[config.mk]
export PLATFORM = sky130hd
export DESIGN_NAME = rect_issue_scheduler
export DESIGN_NICKNAME = d
export VERILOG_FILES = /design/src/rtl/rect_issue_scheduler.sv
export SDC_FILE = /design/constraint.sdc
export NUM_CORES = 1
export LEC_CHECK = 0
export BUFFER_PORTS_ARGS = -buffer_cell sky130_fd_sc_hd__buf_4
export CELL_PAD_IN_SITES_DETAIL_PLACEMENT = 1
export CELL_PAD_IN_SITES_GLOBAL_PLACEMENT = 1
export CORE_MARGIN = 5
export CORE_UTILIZATION = 40
export DETAILED_ROUTE_END_ITERATION = 8
export PLACE_DENSITY_LB_ADDON = 0.25
export SLEW_MARGIN = 20
export SYNTH_ARGS = -nofsm -noshare
export SYNTH_HDL_FRONTEND = slang
export SYNTH_SLANG_ARGS = --single-unit
[constraint.sdc]
create_clock -name clk_i -period 5 [get_ports clk_i]
set_input_delay 1 -clock clk_i [delete_from_list [all_inputs] [get_ports clk_i]]
set_output_delay 1 -clock clk_i [all_outputs]
set_load 0.02 [all_outputs]
[src/rtl/rect_issue_scheduler.sv]
// rtl/rect_issue_scheduler.sv - round-robin issue scheduler sharing the rectangle-placement pipeline
// Optional feature macro: DIM_CHECK_EN (reject width/height outside 4..16 with an error response)
module rect_issue_scheduler #(
   parameter int NUM_REQ  = 4,
   parameter int SLOT_CYC = 4,
   parameter int RSP_LAT  = 8,
   parameter int ID_W     = 2,
   parameter int PH_W     = 2
) (
   input  logic                 clk_i,
   input  logic                 rst_i,
   input  logic [NUM_REQ-1:0]   req_valid_i,
   input  logic [5*NUM_REQ-1:0] req_width_i,
   input  logic [5*NUM_REQ-1:0] req_height_i,
   output logic [NUM_REQ-1:0]   req_ready_o,
   output logic [4:0]           pl_width_o,
   output logic [4:0]           pl_height_o,
   output logic                 pl_issue_o,
   output logic [PH_W-1:0]      slot_phase_o,
   input  logic [7:0]           pl_x_i,
   input  logic [7:0]           pl_y_i,
   input  logic [3:0]           pl_strike_i,
   output logic                 rsp_valid_o,
   output logic [ID_W-1:0]      rsp_id_o,
   output logic [7:0]           rsp_x_o,
   output logic [7:0]           rsp_y_o,
   output logic [3:0]           rsp_strike_o,
   output logic                 rsp_err_o
);

   logic [PH_W-1:0]              phase_q, phase_d;
   logic [ID_W-1:0]              ptr_q, ptr_d;
   logic [4:0]                   pl_width_q, pl_width_d;
   logic [4:0]                   pl_height_q, pl_height_d;
   logic                         pl_issue_q, pl_issue_d;
   logic [ID_W-1:0]              issue_id_q, issue_id_d;
   logic [RSP_LAT-1:0]           tag_vld_q, tag_vld_d;
   logic [RSP_LAT-1:0][ID_W-1:0] tag_id_q, tag_id_d;
   logic                         rsp_valid_q, rsp_valid_d;
   logic [ID_W-1:0]              rsp_id_q, rsp_id_d;
   logic [7:0]                   rsp_x_q, rsp_x_d;
   logic [7:0]                   rsp_y_q, rsp_y_d;
   logic [3:0]                   rsp_strike_q, rsp_strike_d;
`ifdef DIM_CHECK_EN
   logic                         rej_q, rej_d;
   logic [RSP_LAT-1:0]           tag_err_q, tag_err_d;
   logic                         rsp_err_q, rsp_err_d;
`endif

   logic                         grant_found;
   logic                         grant_valid;
   logic [ID_W-1:0]              grant_id;
   logic [ID_W:0]                cand;
   logic [4:0]                   grant_w;
   logic [4:0]                   grant_h;
   logic                         dim_ok;
   logic                         tag_in_vld;
   logic                         tag_out_err;

   // Round-robin search starting at the pointer, wrapping around the requesters
   always_comb begin
      grant_found = 1'b0;
      grant_id    = '0;
      cand        = '0;
      for (int k = 0; k < NUM_REQ; k++) begin
         cand = {1'b0, ptr_q} + (ID_W+1)'(k);
         if (cand >= (ID_W+1)'(NUM_REQ)) begin
            cand = cand - (ID_W+1)'(NUM_REQ);
         end
         if (!grant_found && req_valid_i[cand[ID_W-1:0]]) begin
            grant_found = 1'b1;
            grant_id    = cand[ID_W-1:0];
         end
      end
   end

   // Grant qualification, dimension screening and the combinational one-hot ready
   always_comb begin
      grant_valid = grant_found && (phase_q == '0);
      grant_w     = req_width_i[int'(grant_id)*5 +: 5];
      grant_h     = req_height_i[int'(grant_id)*5 +: 5];
`ifdef DIM_CHECK_EN
      dim_ok      = (grant_w >= 5'd4) && (grant_w <= 5'd16) &&
                    (grant_h >= 5'd4) && (grant_h <= 5'd16);
`else
      dim_ok      = 1'b1;
`endif
      req_ready_o = '0;
      // Ready is suppressed while reset is held so every output reads 0 in reset
      if (grant_valid && rst_i) begin
         req_ready_o[grant_id] = 1'b1;
      end
   end

   // Next-state for phase, pointer, issue registers, tag pipe and response registers
   always_comb begin
      phase_d      = (phase_q == PH_W'(SLOT_CYC-1)) ? '0 : phase_q + 1'b1;
      ptr_d        = ptr_q;
      pl_width_d   = pl_width_q;
      pl_height_d  = pl_height_q;
      pl_issue_d   = 1'b0;
      issue_id_d   = issue_id_q;
`ifdef DIM_CHECK_EN
      rej_d        = 1'b0;
      tag_in_vld   = pl_issue_q | rej_q;
      tag_err_d    = {tag_err_q[RSP_LAT-2:0], rej_q};
      tag_out_err  = tag_err_q[RSP_LAT-1];
      rsp_err_d    = rsp_err_q;
`else
      tag_in_vld   = pl_issue_q;
      tag_out_err  = 1'b0;
`endif
      tag_vld_d    = {tag_vld_q[RSP_LAT-2:0], tag_in_vld};
      tag_id_d     = {tag_id_q[RSP_LAT-2:0], issue_id_q};
      rsp_valid_d  = tag_vld_q[RSP_LAT-1];
      rsp_id_d     = rsp_id_q;
      rsp_x_d      = rsp_x_q;
      rsp_y_d      = rsp_y_q;
      rsp_strike_d = rsp_strike_q;

      // Phase 0 decides what the issue registers carry for the whole slot
      if (phase_q == '0) begin
         issue_id_d  = grant_id;
         pl_issue_d  = grant_valid && dim_ok;
         pl_width_d  = (grant_valid && dim_ok) ? grant_w : 5'd0;
         pl_height_d = (grant_valid && dim_ok) ? grant_h : 5'd0;
`ifdef DIM_CHECK_EN
         rej_d       = grant_valid && !dim_ok;
`endif
         if (grant_valid) begin
            ptr_d = (grant_id == ID_W'(NUM_REQ-1)) ? '0 : grant_id + 1'b1;
         end
      end

      // A valid tag at the pipe output captures the pipeline result of this cycle
      if (tag_vld_q[RSP_LAT-1]) begin
         rsp_id_d     = tag_id_q[RSP_LAT-1];
         rsp_x_d      = tag_out_err ? 8'd0 : pl_x_i;
         rsp_y_d      = tag_out_err ? 8'd0 : pl_y_i;
         rsp_strike_d = tag_out_err ? 4'd0 : pl_strike_i;
`ifdef DIM_CHECK_EN
         rsp_err_d    = tag_out_err;
`endif
      end
   end

   // State registers; reset discards in-flight tags
   always_ff @(posedge clk_i or negedge rst_i) begin
      if (!rst_i) begin
         phase_q      <= '0;
         ptr_q        <= '0;
         pl_width_q   <= '0;
         pl_height_q  <= '0;
         pl_issue_q   <= 1'b0;
         issue_id_q   <= '0;
         tag_vld_q    <= '0;
         tag_id_q     <= '0;
         rsp_valid_q  <= 1'b0;
         rsp_id_q     <= '0;
         rsp_x_q      <= '0;
         rsp_y_q      <= '0;
         rsp_strike_q <= '0;
`ifdef DIM_CHECK_EN
         rej_q        <= 1'b0;
         tag_err_q    <= '0;
         rsp_err_q    <= 1'b0;
`endif
      end else begin
         phase_q      <= phase_d;
         ptr_q        <= ptr_d;
         pl_width_q   <= pl_width_d;
         pl_height_q  <= pl_height_d;
         pl_issue_q   <= pl_issue_d;
         issue_id_q   <= issue_id_d;
         tag_vld_q    <= tag_vld_d;
         tag_id_q     <= tag_id_d;
         rsp_valid_q  <= rsp_valid_d;
         rsp_id_q     <= rsp_id_d;
         rsp_x_q      <= rsp_x_d;
         rsp_y_q      <= rsp_y_d;
         rsp_strike_q <= rsp_strike_d;
`ifdef DIM_CHECK_EN
         rej_q        <= rej_d;
         tag_err_q    <= tag_err_d;
         rsp_err_q    <= rsp_err_d;
`endif
      end
   end

   assign slot_phase_o = phase_q;
   assign pl_width_o   = pl_width_q;
   assign pl_height_o  = pl_height_q;
   assign pl_issue_o   = pl_issue_q;
   assign rsp_valid_o  = rsp_valid_q;
   assign rsp_id_o     = rsp_id_q;
   assign rsp_x_o      = rsp_x_q;
   assign rsp_y_o      = rsp_y_q;
   assign rsp_strike_o = rsp_strike_q;
`ifdef DIM_CHECK_EN
   assign rsp_err_o    = rsp_err_q;
`else
   assign rsp_err_o    = 1'b0;
`endif

endmodule

== Yosys cells after proc, flatten, opt, wreduce, memory -nomap -nowiden ==
Index checks and enable logic that the tools add are counted.

* Add/subtract/negate cells: 9
* Multiply operators: 1
* Order comparisons: 10
* Equality and inequality tests: 2
* Shifts and indexed selects: 2
* Muxes and demuxes: 28
* Reductions and logical operators: 11

{| class="wikitable"
|+ Operator list
! operator !! number
|-
| 20-bit by 32-bit variable part select with 5-bit output || 1
|-
| 2-bit 2-to-1 mux || 10
|-
| 20-bit by 6-bit variable part select with 5-bit output || 1
|-
| 2-bit by 3-bit less-than comparator with 1-bit output (second input constant) || 5
|-
| 1-bit 2-to-1 mux || 10
|-
| 5-bit 2-to-1 mux || 2
|-
| 3-bit greater-or-equal comparator (second input constant) || 3
|-
| 1-bit binary-select mux with 2-bit select || 4
|-
| 2-bit by 1-bit subtractor with 2-bit output (second input constant) || 4
|-
| 2-bit by 2-bit adder with 3-bit output (second input constant) || 2
|-
| 1-bit logical AND || 6
|-
| 2-bit by 3-bit multiplier with 5-bit output (second input constant) || 1
|-
| 2-bit by 1-bit adder with 2-bit output (second input constant) || 2
|-
| 2-bit equality test (second input constant) || 2
|-
| 4-bit 2-to-1 mux || 1
|-
| 2-bit by 1-bit adder with 3-bit output (second input constant) || 1
|-
| 2-bit by 3-bit greater-or-equal comparator with 1-bit output (second input constant) || 1
|-
| 1-bit logical NOT || 3
|-
| 1-bit demux with 2-bit select || 1
|-
| 2-bit by 1-bit greater-or-equal comparator with 1-bit output (second input constant) || 1
|-
| 2-bit logical NOT || 1
|-
| 2-bit AND reduction || 1
|}

* Flip-flop bits (word level): 64
* Input port bits: 66
* Output and inout bits: 41
* Word-level logic and storage cells: 83

== Depth between registers and ports, before layout ==
* Depth in word-level cells: 19
* Gate-level depth with buffers: 8
* Depth with buffers taken out: 7

== Worst setup path before layout ==
No wires, ideal clock.

* Kind: input to output
* Start point: in req_valid_i[1]
* End point: out req_ready_o[3]
* Arrival time: 2.256 ns
* Data required time: 4.000 ns
* Path slack: 1.744 ns
* Stages on the path: 7
* Buffers on the path: 2
* Path through: a21bo_2 a221o_1 buf_6 buf_4 inv_1 ha_1 and3_1

* Longest elaborated chain between the ends: 17
* Elaborated cells on any way between the ends: 30
* Classes of those cells: order compare (2); mux (19); reduce/logical (9)

{| class="wikitable"
|+ Ends and longest elaborated chain
! item !! RTL line !! RTL
|-
| start, declared || 12 || <nowiki>input logic [NUM_REQ-1:0] req_valid_i,</nowiki>
|-
| 1-bit binary-select mux with 2-bit select || 70 || <nowiki>if (!grant_found && req_valid_i[cand[ID_W-1:0]]) begin</nowiki>
|-
| 1-bit 2-to-1 mux (implied by the code) || 70 ||
|-
| 1-bit 2-to-1 mux || 70 ||
|-
| 1-bit logical NOT || 70 ||
|-
| 1-bit logical AND || 70 ||
|-
| 1-bit 2-to-1 mux || 70 ||
|-
| 1-bit logical NOT || 70 ||
|-
| 1-bit logical AND || 70 ||
|-
| [2 not listed] || - ||
|-
| 1-bit logical AND || 70 ||
|-
| 2-bit 2-to-1 mux (*) || 70 ||
|-
| via grant_id[0] || 52 || <nowiki>logic [ID_W-1:0] grant_id;</nowiki>
|-
| 2-bit by 3-bit less-than comparator with 1-bit output (implied by the code) / 2-bit by 1-bit greater-or-equal comparator with 1-bit output (equally long branches) || 91 || <nowiki>req_ready_o[grant_id] = 1'b1;</nowiki>
|-
| 1-bit logical AND (implied by the code) || 91 ||
|-
| 1-bit 2-to-1 mux (implied by the code) || 91 ||
|-
| 1-bit demux with 2-bit select (*) || 91 ||
|-
| 4-bit 2-to-1 mux (*) || 90 || <nowiki>if (grant_valid && rst_i) begin</nowiki>
|-
| end, declared || 15 || <nowiki>output logic [NUM_REQ-1:0] req_ready_o,</nowiki>
|}

The timed path passes the listed nets; every way through them passes the cells marked *. The select of a mux whose other input is x is not followed.

== Worst setup path after layout ==
* Start point: in req_valid_i[0]
* End point: out req_ready_o[1]

The elaborated chain is that of the path after synthesis.

==> results.md <==
- Outcome: finished clean
- Top_reg_cell synth: dfrtp_1
- Largest net degree at the start of global routing: 69
- HPWL after DPL: 4660 um
- Switching pwr: 0.455 mW
- Final hold viol count: 0
- Vias in the first global route: 1,886
- Final min period: 3420 ps
- Vias: 1,768
- Post-synth cell types: 27
- YS warnings: 0
- IO Port Bufs: 105
- Main combinational cell family by area after synthesis: multiplexers
- PwrDens: 441 mW/mm^2
- CTS H-tree depth: 3
- Simple-gate area share of the yosys netlist: 2.97%
- DR vias/cell: 4.86
- Worst setup SP type: input port
- GRT overflow: 0
- Synthesized net count: 247
- WL final: 6110 um
- Seq pwr share: 45.0%
- Drc violations: 0
- Ys async rst share: 100%
- Synth cell count leaders: dfrtp_1, mux2_2, mux2i_1, inv_1
- Static Leak: 1.81 nW
- Area Overhead vs Synth: 40.8%
- Avg WL per Cell: 16.8 um
- Layout net count: 355
- Critical path class: input port to output port
- FF-to-FF path depth: 7
- Unrepaired setup endpoints after global routing: false
- DRT iter0 DRCs: 68
- Largest cells by area after synthesis: dfrtp_1, mux2_2, mux2i_1
- Sw frac: 29.0%
- Mapped Area: 0.00253 sq mm
- Initial Utilization: 40.5%
- Post_cts resized: 0
- Post-synthesis adder-cell area fraction: 2.97%
- Final std cells w/o fill: 364
- Die Footprint: 0.00801 sq mm
- Post-synthesis compound-gate area fraction: 7.97%
- FILL cells: 655
- EDFF count, synth: 0
- Sequential area share after synthesis: 63.4%
- Gr usage total: 15.9%
- Worst min path class: flop to flop
- Syn avg cell area: 14.4 sq um
- Synth Area in XOR/XNOR: 0%
- Reg clk slew, reported paths: 60 ps
- Yosys reg bits: 64
- Core Box Area: 0.00624 sq mm
- CP max FO: 8
- Worst Setup Slack, final: 1580 ps
- Combinational share of power: 26.7%
- Placed insts: 349
- # Max-Cap Violations: 0
- Count leader, synth: dfrtp_1
- First-pass GRT wire length: 9370 um
- Setup crit end kind: output port
- CTS tree: yes
- Hold Path Depth: 0
- Die Wd: 89.5 um
- Clock buffer depth: 2
- Cell Int Power: 1.12 mW
- Root buffer cell: clkbuf_8
- Clock skew: 2.88 ps
- Worst-margin pin slew: 1030 ps
- Final setup viols: 0
- Clock tree sinks: 64
- Fmax: 292 MHz
- Synth top area share: 63.4%
- Initial DRT Pass Iterations: 4
- ANT cells: 0
- Die Ht: 89.5 um
- Initial antenna violation count: 0
- TritonCTS Buffers: 9
- Post-CTS setup buffers: 0
- Worst skew pair latency: 320 ps
- Setup TNS: 0 ps
- Post-CTS Hold Fix Bufs: 0
- Crit path DAT: 2420 ps
- Maximum vdd drop: 0.000227 V
- Post-Place Worst Slack: 1570 ps
- Num rows: 29
- Post-DRT Antenna Nets: 0
- Worst relative slew slack: 31.6%
- Layout cells sized above 1: 50.5%
- Crit share post-route: 68.4%
- Final Max Tran Viols: 0
- Final core utilization: 57.0%
- Total power: 1.57 mW
- Final Wtd Congestion: 0.689
- Data required, critical path: 4000 ps
- Area leader, netlist: dfrtp_1
- Mux share of post-synthesis cell area: 18.6%
- Synth Instances: 175
- Num ports: 107
- Clock power frac: 28.4%
==> cells by family after synthesis <==
kind of cell	Yosys count
other	1
and+or+nand+nor	15
buffers and inverters	18
AOI/OAI and AO/OA	27
adders and majority gates	6
DFF	64
muxes	44
==> power by group through the flow <==
stage | sequential [mW] | combinational [mW] | clock (mW)
floorplan | 0.760 | 0.208 | 0
global placement | 0.705 | 0.415 | 0
detailed placement | 0.716 | 0.427 | 0
CTS | 0.709 | 0.428 | 0.463
global route | 0.723 | 0.456 | 0.488
finish | 0.706 | 0.419 | 0.445
==> path summary, 6_finish.rpt <==
kind / from / end / slack, ps
max: req_valid_i[0] / req_ready_o[1] / 1580
min: tag_id_d[9]$_DFF_PN0_ / tag_id_d[11]$_DFF_PN0_ / 350
max reg2reg: slot_phase_o[0]$_DFF_PN0_ / pl_height_o[0]$_DFFE_PN0N_ / 2710
min reg2reg: tag_id_d[9]$_DFF_PN0_ / tag_id_d[11]$_DFF_PN0_ / 350
max in group asynchronous: rst_i / pl_width_o[1]$_DFFE_PN0N_ / 3700
min in group asynchronous: rst_i / rsp_y_o[6]$_DFFE_PN0P_ / 760
==> routing by layer <==
layer / vias to the layer above / global-route usage [%] / routed length [um]
met1: 882 / 18.1 / 2350
li1: 831 / - / -
met3: 2 / 7.10 / 440
met4: 0 / 3.25 / 23
met2: 53 / 27.7 / 3300
met5: - / 0 / 0
==> layout by cell type, fill, tap and decap left out, types with 2 or more instances in the layout <==
| cell type | count |
|---|---|
| a21oi_1 | 3 |
| a2bb2oi_1 | 5 |
| and3_1 | 4 |
| buf_4 | 106 |
| clkbuf_8 | 12 |
| dfrtp_1 | 64 |
| ha_1 | 6 |
| inv_1 | 9 |
| mux2_2 | 23 |
| mux2i_1 | 21 |
| nand2_1 | 7 |
| o21a_1 | 2 |
| o21ai_0 | 4 |
| o21ai_1 | 2 |
| o221ai_1 | 7 |
==> flip-flops by register name, indices dropped and copies added, names as in the netlist <==
signal,flops
issue_id_q,2
pl_height_o,5
pl_issue_o,1
pl_width_o,5
ptr_q,2
rsp_id_o,2
rsp_strike_o,4
rsp_valid_o,1
rsp_x_o,8
rsp_y_o,8
slot_phase_o,2
tag_id_d,14
tag_id_q,2
tag_vld_q,8
==> final cells by class <==
| cell class | count | area (sq um) | share of cell area, % |
|---|---|---|---|
| Tap cell | 77 | 96.3 | 2.71 |
| Clock buffer | 13 | 169 | 4.75 |
| Inverter | 9 | 33.8 | 0.949 |
| Clock inverter | 2 | 37.5 | 1.05 |
| Timing Repair Buffer | 106 | 796 | 22.4 |
| Multi-Input combinational cell | 93 | 825 | 23.2 |
| Sequential cell | 64 | 1600 | 45.0 |
==> critical path, cell delays in order <==
cell and delay, ps:
buf_4 110, nor3b_1 250, a221o_1 410, inv_1 120, ha_1 210, and3_1 160
buf_4 150
==> stage by stage <==
stage | instance area [sq um] | hold WS [ps]
after floorplan | 2530 | 331
after global placement | 3350 | 332
after detailed placement | 3350 | 336
after CTS | 3560 | 349
after global routing | 3560 | 355
final | 3560 | 347
Power figures use the tool's default switching activity.
